<file path="src/rtl/pc_pkg.sv">
// pc_pkg: shared defaults and next-PC select encoding
// for the program-counter sequencer.
package pc_pkg;

  localparam int unsigned DEF_WIDTH        = 32;
  localparam int unsigned DEF_STEP         = 4;
  localparam int unsigned DEF_RESET_VECTOR = 0;
  localparam int unsigned DEF_RAS_DEPTH    = 4;

  typedef enum logic [1:0] {
    SEL_SEQ,
    SEL_REDIR,
    SEL_CALL,
    SEL_RET
  } sel_e;

endpackage

</file>
<file path="src/rtl/pc_ras.sv">
// pc_ras: circular return-address stack; a push when full
// overwrites the oldest entry so the newest DEPTH survive.
module pc_ras
  import pc_pkg::*;
#(
  parameter int unsigned WIDTH     = DEF_WIDTH,
  parameter int unsigned RAS_DEPTH = DEF_RAS_DEPTH
) (
  input  logic             clk,
  input  logic             rst,
  input  logic             push,
  input  logic             pop,
  input  logic [WIDTH-1:0] din,
  output logic [WIDTH-1:0] top,
  output logic             empty,
  output logic             full,
  output logic             ovf,
  output logic             unf
);

  localparam int unsigned PW = $clog2(RAS_DEPTH);
  localparam int unsigned CW = PW + 1;

  logic [WIDTH-1:0] mem [RAS_DEPTH];
  logic [PW-1:0]    wp;
  logic [PW-1:0]    tp;
  logic [CW-1:0]    cnt;

  assign tp    = wp - PW'(1);
  assign top   = mem[tp];
  assign empty = (cnt == '0);
  assign full  = (cnt == CW'(RAS_DEPTH));
  assign ovf   = push && full;
  assign unf   = pop && empty;

  // write pointer and occupancy; count saturates at DEPTH
  always_ff @(posedge clk or posedge rst) begin
    if (rst) begin
      wp  <= '0;
      cnt <= '0;
    end else if (push) begin
      wp <= wp + PW'(1);
      if (!full) cnt <= cnt + CW'(1);
    end else if (pop && !empty) begin
      wp  <= tp;
      cnt <= cnt - CW'(1);
    end
  end

  // entry storage; contents are don't-care after reset
  always_ff @(posedge clk) begin
    if (push) mem[wp] <= din;
  end

endmodule

</file>
<file path="src/rtl/pc_sequencer.sv">
// pc_sequencer: PC register with step, redirect, and
// call/return through a hardware return-address stack.
module pc_sequencer
  import pc_pkg::*;
#(
  parameter int unsigned     WIDTH        = DEF_WIDTH,
  parameter int unsigned     STEP         = DEF_STEP,
  parameter logic [WIDTH-1:0] RESET_VECTOR = WIDTH'(DEF_RESET_VECTOR),
  parameter int unsigned     RAS_DEPTH    = DEF_RAS_DEPTH
) (
  input  logic             CLK,
  input  logic             RST,
  input  logic             EN,
  input  logic             REDIRECT,
  input  logic             CALL,
  input  logic             RET,
  input  logic [WIDTH-1:0] TARGET,
  input  logic             ERR_CLR,
  output logic [WIDTH-1:0] PC,
  output logic [WIDTH-1:0] PC_NEXT,
  output logic             RAS_EMPTY,
  output logic             RAS_FULL,
  output logic             RAS_ERR
);

  logic [WIDTH-1:0] pc_q;
  logic [WIDTH-1:0] pc_plus;
  logic [WIDTH-1:0] ras_top;
  logic [WIDTH-1:0] pc_nx;
  sel_e             sel;
  logic             push;
  logic             pop;
  logic             ovf;
  logic             unf;
  logic             err_q;

  assign pc_plus = pc_q + WIDTH'(STEP);

  // RET over CALL over REDIRECT over sequential
  always_comb begin
    sel = SEL_SEQ;
    priority case (1'b1)
      RET:      sel = SEL_RET;
      CALL:     sel = SEL_CALL;
      REDIRECT: sel = SEL_REDIR;
      default:  sel = SEL_SEQ;
    endcase
  end

  assign push = EN && (sel == SEL_CALL);
  assign pop  = EN && (sel == SEL_RET);

  // next-PC mux; an empty-stack return falls back to TARGET
  always_comb begin
    pc_nx = pc_q;
    if (EN) begin
      unique case (sel)
        SEL_SEQ:   pc_nx = pc_plus;
        SEL_REDIR: pc_nx = TARGET;
        SEL_CALL:  pc_nx = TARGET;
        SEL_RET:   pc_nx = RAS_EMPTY ? TARGET : ras_top;
        default:   pc_nx = pc_q;
      endcase
    end
  end

  pc_ras #(
    .WIDTH     (WIDTH),
    .RAS_DEPTH (RAS_DEPTH)
  ) u_ras (
    .clk   (CLK),
    .rst   (RST),
    .push  (push),
    .pop   (pop),
    .din   (pc_plus),
    .top   (ras_top),
    .empty (RAS_EMPTY),
    .full  (RAS_FULL),
    .ovf   (ovf),
    .unf   (unf)
  );

  // architectural PC register
  always_ff @(posedge CLK or posedge RST) begin
    if (RST) pc_q <= RESET_VECTOR;
    else     pc_q <= pc_nx;
  end

  // sticky stack error; a new fault wins over a clear
  always_ff @(posedge CLK or posedge RST) begin
    if (RST)            err_q <= 1'b0;
    else if (ovf || unf) err_q <= 1'b1;
    else if (ERR_CLR)   err_q <= 1'b0;
  end

  assign PC      = pc_q;
  assign PC_NEXT = pc_nx;
  assign RAS_ERR = err_q;

endmodule

</file>
<file path="config.mk">
export PLATFORM = sky130hd
export DESIGN_NAME = pc_sequencer
export DESIGN_NICKNAME = d
export VERILOG_FILES = /design/src/rtl/pc_pkg.sv /design/src/rtl/pc_ras.sv /design/src/rtl/pc_sequencer.sv
export SDC_FILE = /design/constraint.sdc
export NUM_CORES = 1
export LEC_CHECK = 0
export BUFFER_PORTS_ARGS = -buffer_cell sky130_fd_sc_hd__buf_4
export CAP_MARGIN = 25
export CORE_MARGIN = 3
export CORE_UTILIZATION = 25
export DETAILED_ROUTE_END_ITERATION = 6
export GPL_TIMING_DRIVEN = 0
export SKIP_CTS_REPAIR_TIMING = 1
export SLEW_MARGIN = 20
export SYNTH_ARGS = -nofsm -noshare
export SYNTH_HDL_FRONTEND = slang
export SYNTH_HIERARCHICAL = 1
export SYNTH_SLANG_ARGS = --single-unit
</file>
<file path="constraint.sdc">
create_clock -name CLK -period 3.2 [get_ports CLK]
set_clock_uncertainty 0.2 [all_clocks]
set_input_delay 0.32 -clock CLK [delete_from_list [all_inputs] [get_ports CLK]]
set_output_delay 0.32 -clock CLK [all_outputs]
set_load 0.005 [all_outputs]
</file>
==> flow_metrics.env, run 1 <==
export IMPL_power_density_mw_per_mm2=860
export IMPL_root_buffer="clkbuf_16"
export IMPL_rsz0062_at_grt="true"
export IMPL_use_met2_pct=21.9
export IMPL_critPathArrivalTime_ps=2920
export IMPL_rows=64
export IMPL_antenna_found_initial=0
export IMPL_stdcell_count=1112
export IMPL_cts_sinks=166
export IMPL_die_height_um=183
export IMPL_required_ps=2680
export IMPL_syn_num_nets=594
export IMPL_hpwl_um=17300
export IMPL_p_comb_share_pct=41.7
export IMPL_dp_cells=1051
export IMPL_io_buffers=104
export IMPL_end_kind="primary output"
export IMPL_cts_buffer_depth=2
export IMPL_viasPerCell=5.01
export IMPL_seq_area_sq_mm=0.00481
export IMPL_worstPathMaxFanout=7
export IMPL_fin_ws_ps=-242
export IMPL_grtUsageTotal_pct=14.0
export IMPL_finalCritPeriodShare_pct=108
export IMPL_p_leak_nw=3.81
export IMPL_first_iter_violations=537
export IMPL_drive_gt1_share_pct=44.6
export IMPL_antenna_cells=0
export IMPL_syn_area_per_cell_sq_um=14.3
export IMPL_relSlewSlack_pct=36.5
export IMPL_top_usage_layer="met2"
export IMPL_overflow=0
export IMPL_die_w_um=183
export IMPL_grt_pass1_wl_um=34700
export IMPL_routed_wl_um=24100
export IMPL_synth_edf_count=128
export IMPL_met1_usage_pct=19.8
export IMPL_grt_pass1_vias=5402
export IMPL_core_area_sq_mm=0.0307
export IMPL_tightestPinTransition_ps=952
export IMPL_grt_max_degree=24
export IMPL_htree_levels=4
export IMPL_netlist_area_sq_mm=0.00781
export IMPL_synth_cells=546
export IMPL_start_util_pct=25.5
export IMPL_place_congestion=0.893
export IMPL_gr_usage_met3_pct=2.92
export IMPL_boundaryPins=106
export IMPL_cts_made_buffers=17
export IMPL_start_kind="register"
export IMPL_hold_viol_final=0
export IMPL_remaining_drc_errors=0
export IMPL_ys_seq_elements=166
export IMPL_hp_class="in2reg"
export IMPL_violations="setup timing"
export IMPL_ys_async_sr_fraction_pct=22.9
export IMPL_netSwitchingPower_mw=3.04
export IMPL_irDropWorstVdd_mv=0.389
export IMPL_min_period_ps=3440
export IMPL_syn_to_final_growth_pct=34.9
export IMPL_antenna_left=0
export IMPL_wire_per_inst_um=21.6
export IMPL_finalSetupViolCount=18
export IMPL_switching_share_pct=33.6
export IMPL_power_internal_mw=6.02
export IMPL_cts_tree="built"
export IMPL_r2r_slack_ps=520
export IMPL_synth_warnings=6
export IMPL_tns_ps=-1930
export IMPL_multiInputGateArea_sq_mm=0.00313
export IMPL_synth_cell_types=53
export IMPL_outcome="complete, but fails checks"
export IMPL_yosysSeqAreaShare_pct=61.4
export IMPL_firstDrtPassIters=5
export IMPL_clk_pin_slew_ps=70
export IMPL_critPathKind="reg2out"
export IMPL_fillers=2983
export IMPL_clock_fmax_mhz=291
export IMPL_vias=5566
export IMPL_finalNetCount=751
export IMPL_die_area_sq_mm=0.0334
export IMPL_seqPwrFrac_pct=35.5
export IMPL_synth_ff_type="edfxtp_1"
export IMPL_cap_violations=0
export IMPL_worstSkewPairLatency_ps=420
export IMPL_power_frac_clock_pct=22.8
export IMPL_slew_violations=0
[cell usage in the layout, fill, tap and decap left out, types with 11 or more instances in the layout]
| cell | synthesis | routed |
|---|---|---|
| nand2_1 | 36 | 35 |
| mux4_2 | 29 | 29 |
| buf_4 | 2 | 137 |
| inv_1 | 15 | 13 |
| xor2_1 | 13 | 13 |
| xnor2_1 | 17 | 17 |
| edfxtp_1 | 128 | 128 |
| a221oi_2 | 0 | 18 |
| dfrtp_2 | 0 | 12 |
| a21oi_1 | 28 | 22 |
| nor2_1 | 21 | 19 |
| buf_12 | 3 | 11 |
| nand3_1 | 12 | 11 |
| clkbuf_16 | 0 | 17 |
| dfrtp_1 | 38 | 26 |
[state kept, by name (all words and copies together) (netlist names)]
register,count
PC,32
RAS_ERR,1
u_ras/cnt,3
u_ras/mem,128
u_ras/wp,2
[cells by family (layout without fill, tap and decap cells)]
family,Yosys count,after routing,share of synthesized area (%)
buffers and inverters,52,222,3.43
xor gates and xnor gates,30,30,3.36
and+or+nand+nor,127,127,8.65
muxes,40,40,10.5
DFF,166,166,61.4
adders and majority gates,9,9,1.54
AOI/OAI and AO/OA,122,122,11.2
[per-layer routing]
layer	up-vias	wire length [um]
met1	2834	10600
met2	232	11400
met5	-	0
met4	0	359
met3	23	1680
li1	2477	-
[layout make-up]
cell class / count / share of cell area, %
timing repair buffer: 144 / 11.2
clock inverter: 14 / 1.56
buffer: 31 / 2.61
clock buffer: 18 / 4.07
tap: 396 / 4.70
sequential: 166 / 45.6
multi-input combinational: 328 / 29.7
inverter: 15 / 0.570
[power by group through the flow]
stage	Sequential, mW	Combinational [mW]	Clock, mW
6_report	3.22	3.78	2.06
5_1_grt	3.27	4.05	2.19
4_1_cts	3.15	3.02	2.09
3_5_place_dp	3.20	3.01	0
3_3_place_gp	3.19	2.96	0
2_1_floorplan	3.08	1.86	0
[synthesized netlist by cell type (2+ instances only)]
library cell	instances	area (sq um)
nand4_1	8	50.1
buf_12	3	60.1
xor2_1	13	114
nor2_1	21	78.8
nand3_1	12	60.1
o21a_1	5	37.5
mux4_1	3	78.8
a221o_1	10	100
a22oi_1	4	30.0
buf_4	2	15.0
nor3_1	5	25.0
nand2_1	36	135
a21boi_0	4	30.0
and2_1	14	87.6
o221ai_1	2	17.5
nand2b_1	2	12.5
mux2i_1	3	30.0
a211oi_1	2	15.0
inv_1	15	56.3
xnor2_1	17	149
mux2_2	5	56.3
a2bb2oi_1	5	43.8
o21ai_0	19	95.1
o31ai_1	3	22.5
and3_1	10	62.6
mux4_2	29	653
or2_2	4	25.0
dfrtp_1	38	951
a31o_2	6	52.6
clkbuf_1	21	78.8
nor2b_1	3	18.8
a221oi_1	20	175
buf_1	3	11.3
a311oi_1	7	61.3
a21o_1	2	15.0
a31oi_1	2	12.5
a21oi_1	28	140
nor4_1	2	12.5
and4_1	4	35.0
ha_1	8	100
edfxtp_1	128	3840
buf_2	7	35.0
[path summary, 6_finish.rpt]
check                                        start                  endpoint  depth (start not counted)
setup / recovery           u_ras/wp[0]$_DFFE_PP0P_               PC_NEXT[28]                         11
hold / removal                           TARGET[1]           PC[1]$_DFF_PP0_                          3
setup reg to reg           u_ras/wp[0]$_DFFE_PP0P_          PC[28]$_DFF_PP0_                         10
hold reg to reg                RAS_ERR$_DFFE_PP0P_       RAS_ERR$_DFFE_PP0P_                          2
max in group asynchronous                      RST          PC[12]$_DFF_PP0_                          4
min in group asynchronous                      RST  u_ras/cnt[2]$_DFFE_PP0P_                          3
[stage by stage]
step	power, mW	worst slack, ps	cell area (sq um)	utilization [%]	hold slack (ps)
after CTS	8.27	-1090	9800	31.9	-397
after global placement	6.15	-744	9090	29.6	54.3
after floorplan	4.94	252	7810	-	-101
final	9.06	-242	10500	34.4	34.1
after detailed placement	6.21	-612	9200	30.0	62.0
after global routing	9.51	-316	10500	34.4	70.7
[worst max-delay path, cell delays in order, from the launching register on]
cell	delay [ps]
dfrtp_1	380
buf_6	130
buf_12	100
clkinvlp_4	110
ha_4	360
buf_12	130
mux4_2	280
mux2_4	280
a221oi_2	240
a21oi_1	100
o311a_1	210
buf_4	160
Note: power is estimated with default switching activity, not from simulation.
==> run 2: changes to the inputs <==
--- a/config.mk
+++ b/config.mk
@@ -11,6 +11,7 @@
 export CORE_UTILIZATION = 25
 export DETAILED_ROUTE_END_ITERATION = 6
 export GPL_TIMING_DRIVEN = 0
+export SETUP_SLACK_MARGIN = 0.2
 export SKIP_CTS_REPAIR_TIMING = 1
 export SLEW_MARGIN = 20
 export SYNTH_ARGS = -nofsm -noshare
==> run 2 against run 1 <==
The flow still finishes with violations (setup timing); sequential power fell by 2%; core utilization rose by 0.11 points; final cell count rose by 0.81%; critical path depth rose by 1; clock power barely moved; register-to-register slack improved by 40 ps; via count rose by 0.81%; total power rose by 0.20%; wire length barely moved; combinational power rose by 2%; count of clock-buffer cells in the layout did not move; fmax rose by 0.90%.
==> flow_metrics.env, run 2 (synthesis gave the netlist of run 1 again) <==
export IMPL_outcome="complete, but fails checks"
export IMPL_violations="setup timing"
export IMPL_antenna_cells=0
export IMPL_layout_commonest_cell="buf_4"
export IMPL_crit_chain="buf_6 -> buf_12 -> clkinv_8 -> ha_4 -> buf_8 -> buf_12 -> mux4_2 -> mux2_4 -> a221oi_2 -> a21oi_1 -> o311a_1 -> buf_4"
export IMPL_firstDrtPassIters=5
export IMPL_die_height_um=183
export IMPL_relSlewSlack_pct=37.4
export IMPL_min_period_ps=3410
export IMPL_fin_ws_ps=-211
export IMPL_boundaryPins=106
export IMPL_dp_cells=1051
export IMPL_worst_hold_startpoint="TARGET[1]"
export IMPL_cts_sinks=166
export IMPL_irDropWorstVdd_mv=0.377
export IMPL_cts_buffer_depth=2
export IMPL_p_leak_nw=3.86
export IMPL_critPathArrivalTime_ps=2890
export IMPL_finalSetupViolCount=19
export IMPL_largest_register="u_ras/mem"
export IMPL_drive_gt1_share_pct=43.6
export IMPL_start_kind="register"
export IMPL_rsz0062_at_grt="true"
export IMPL_finalNetCount=760
export IMPL_first_iter_violations=518
export IMPL_clock_fmax_mhz=293
export IMPL_path_common_cell="buf_12"
export IMPL_grtUsageTotal_pct=14.0
export IMPL_grt_pass1_wl_um=34700
export IMPL_cts_made_buffers=17
export IMPL_antenna_left=0
export IMPL_most_common_layout_cells="buf_4, edfxtp_1, nand2_1"
export IMPL_end_kind="primary output"
export IMPL_routed_wl_um=24100
export IMPL_hp_class="in2reg"
export IMPL_stdcell_count=1121
export IMPL_cap_violations=0
export IMPL_finalCritPeriodShare_pct=107
export IMPL_cp_num_buf_inv=6
export IMPL_grt_max_degree=24
export IMPL_slew_violations=0
export IMPL_root_buffer="clkbuf_16"
export IMPL_start_util_pct=25.5
export IMPL_crit_family="buffers and inverters"
export IMPL_place_congestion=0.893
export IMPL_critPathKind="reg2out"
export IMPL_tightestPinTransition_ps=939
export IMPL_die_w_um=183
export IMPL_core_area_sq_mm=0.0307
export IMPL_setup_worst_path_start="u_ras/wp[0]$_DFFE_PP0P_"
export IMPL_viasPerCell=5.01
export IMPL_antenna_found_initial=0
export IMPL_cpPeakStageDelay_ps=380
export IMPL_wire_per_inst_um=21.5
export IMPL_syn_to_final_growth_pct=35.3
export IMPL_grt_pass1_vias=5402
export IMPL_tns_ps=-1660
export IMPL_rows=64
export IMPL_htree_levels=4
export IMPL_die_area_sq_mm=0.0334
export IMPL_cts_tree="built"
export IMPL_hold_viol_final=0
export IMPL_remaining_drc_errors=0
export IMPL_clk_pin_slew_ps=70
export IMPL_hpwl_um=17300
export IMPL_io_buffers=104
export IMPL_worstSkewPairLatency_ps=420
export IMPL_rr_startpoint="u_ras/wp[0]$_DFFE_PP0P_"
export IMPL_cp_slowest_cell="dfrtp_1"
export IMPL_vias=5611
export IMPL_required_ps=2680
export IMPL_overflow=0
export IMPL_worstPathMaxFanout=7
export IMPL_largest_reg_flops=128
export IMPL_power_density_mw_per_mm2=859
==> run 2: layer usage <==
metal  global-route usage (%)  part of all wire, %
met5                        0                    0
met4                     3.87                  2.2
met3                     2.92                  6.6
met2                     21.9                   47
met1                     19.8                   44
==> run 2: power breakdown <==
part / switching (mW) / leakage (nW) / internal (mW) / total [mW]
registers: 0.363 / 1.59 / 2.81 / 3.17
logic: 1.79 / 1.99 / 2.06 / 3.85
clock network: 0.888 / 0.280 / 1.17 / 2.06
total: 3.04 / 3.86 / 6.04 / 9.08
==> run 2: worst paths after layout <==
check                                           end  slack [ps]  cells after the start
max reg2reg                        PC[28]$_DFF_PP0_         560                     11
max in group asynchronous          PC[12]$_DFF_PP0_        2070                      4
min in group asynchronous  u_ras/cnt[2]$_DFFE_PP0P_         170                      3
min                                 PC[1]$_DFF_PP0_           7                      3
max                                     PC_NEXT[28]        -210                     12
min reg2reg                     RAS_ERR$_DFFE_PP0P_         340                      2
==> run 2: area by class of cell <==
type	count	area, sq um
inverters	15	68.8
repair buffers	147	1210
multi-input cells	328	3100
clock buffers	18	429
clock inverters	14	164
flip-flops and latches	166	4800
plain buffers	37	307
well taps	396	495
fillers	3004	20100
==> run 2: worst register-to-register path: stages, from the launching register on <==
cell,delay (ps)
dfrtp_1,380
buf_6,130
buf_12,110
clkinv_8,50
ha_4,260
buf_8,130
buf_12,130
mux4_2,290
mux2_4,290
a221oi_2,240
a21oi_1,110
o311a_1,210
==> run 2: metrics by stage <==
| step | worst slack (ps) | util [%] | hold slack [ps] | power [mW] | instance area (sq um) |
|---|---|---|---|---|---|
| floorplan | 252 | - | -101 | 4.94 | 7810 |
| global placement | -744 | 29.6 | 54.3 | 6.15 | 9090 |
| detailed placement | -612 | 30.0 | 62.0 | 6.21 | 9200 |
| CTS | -1090 | 31.9 | -397 | 8.27 | 9800 |
| global route | -290 | 34.5 | 24.9 | 9.54 | 10600 |
| finish | -211 | 34.5 | 6.85 | 9.08 | 10600 |
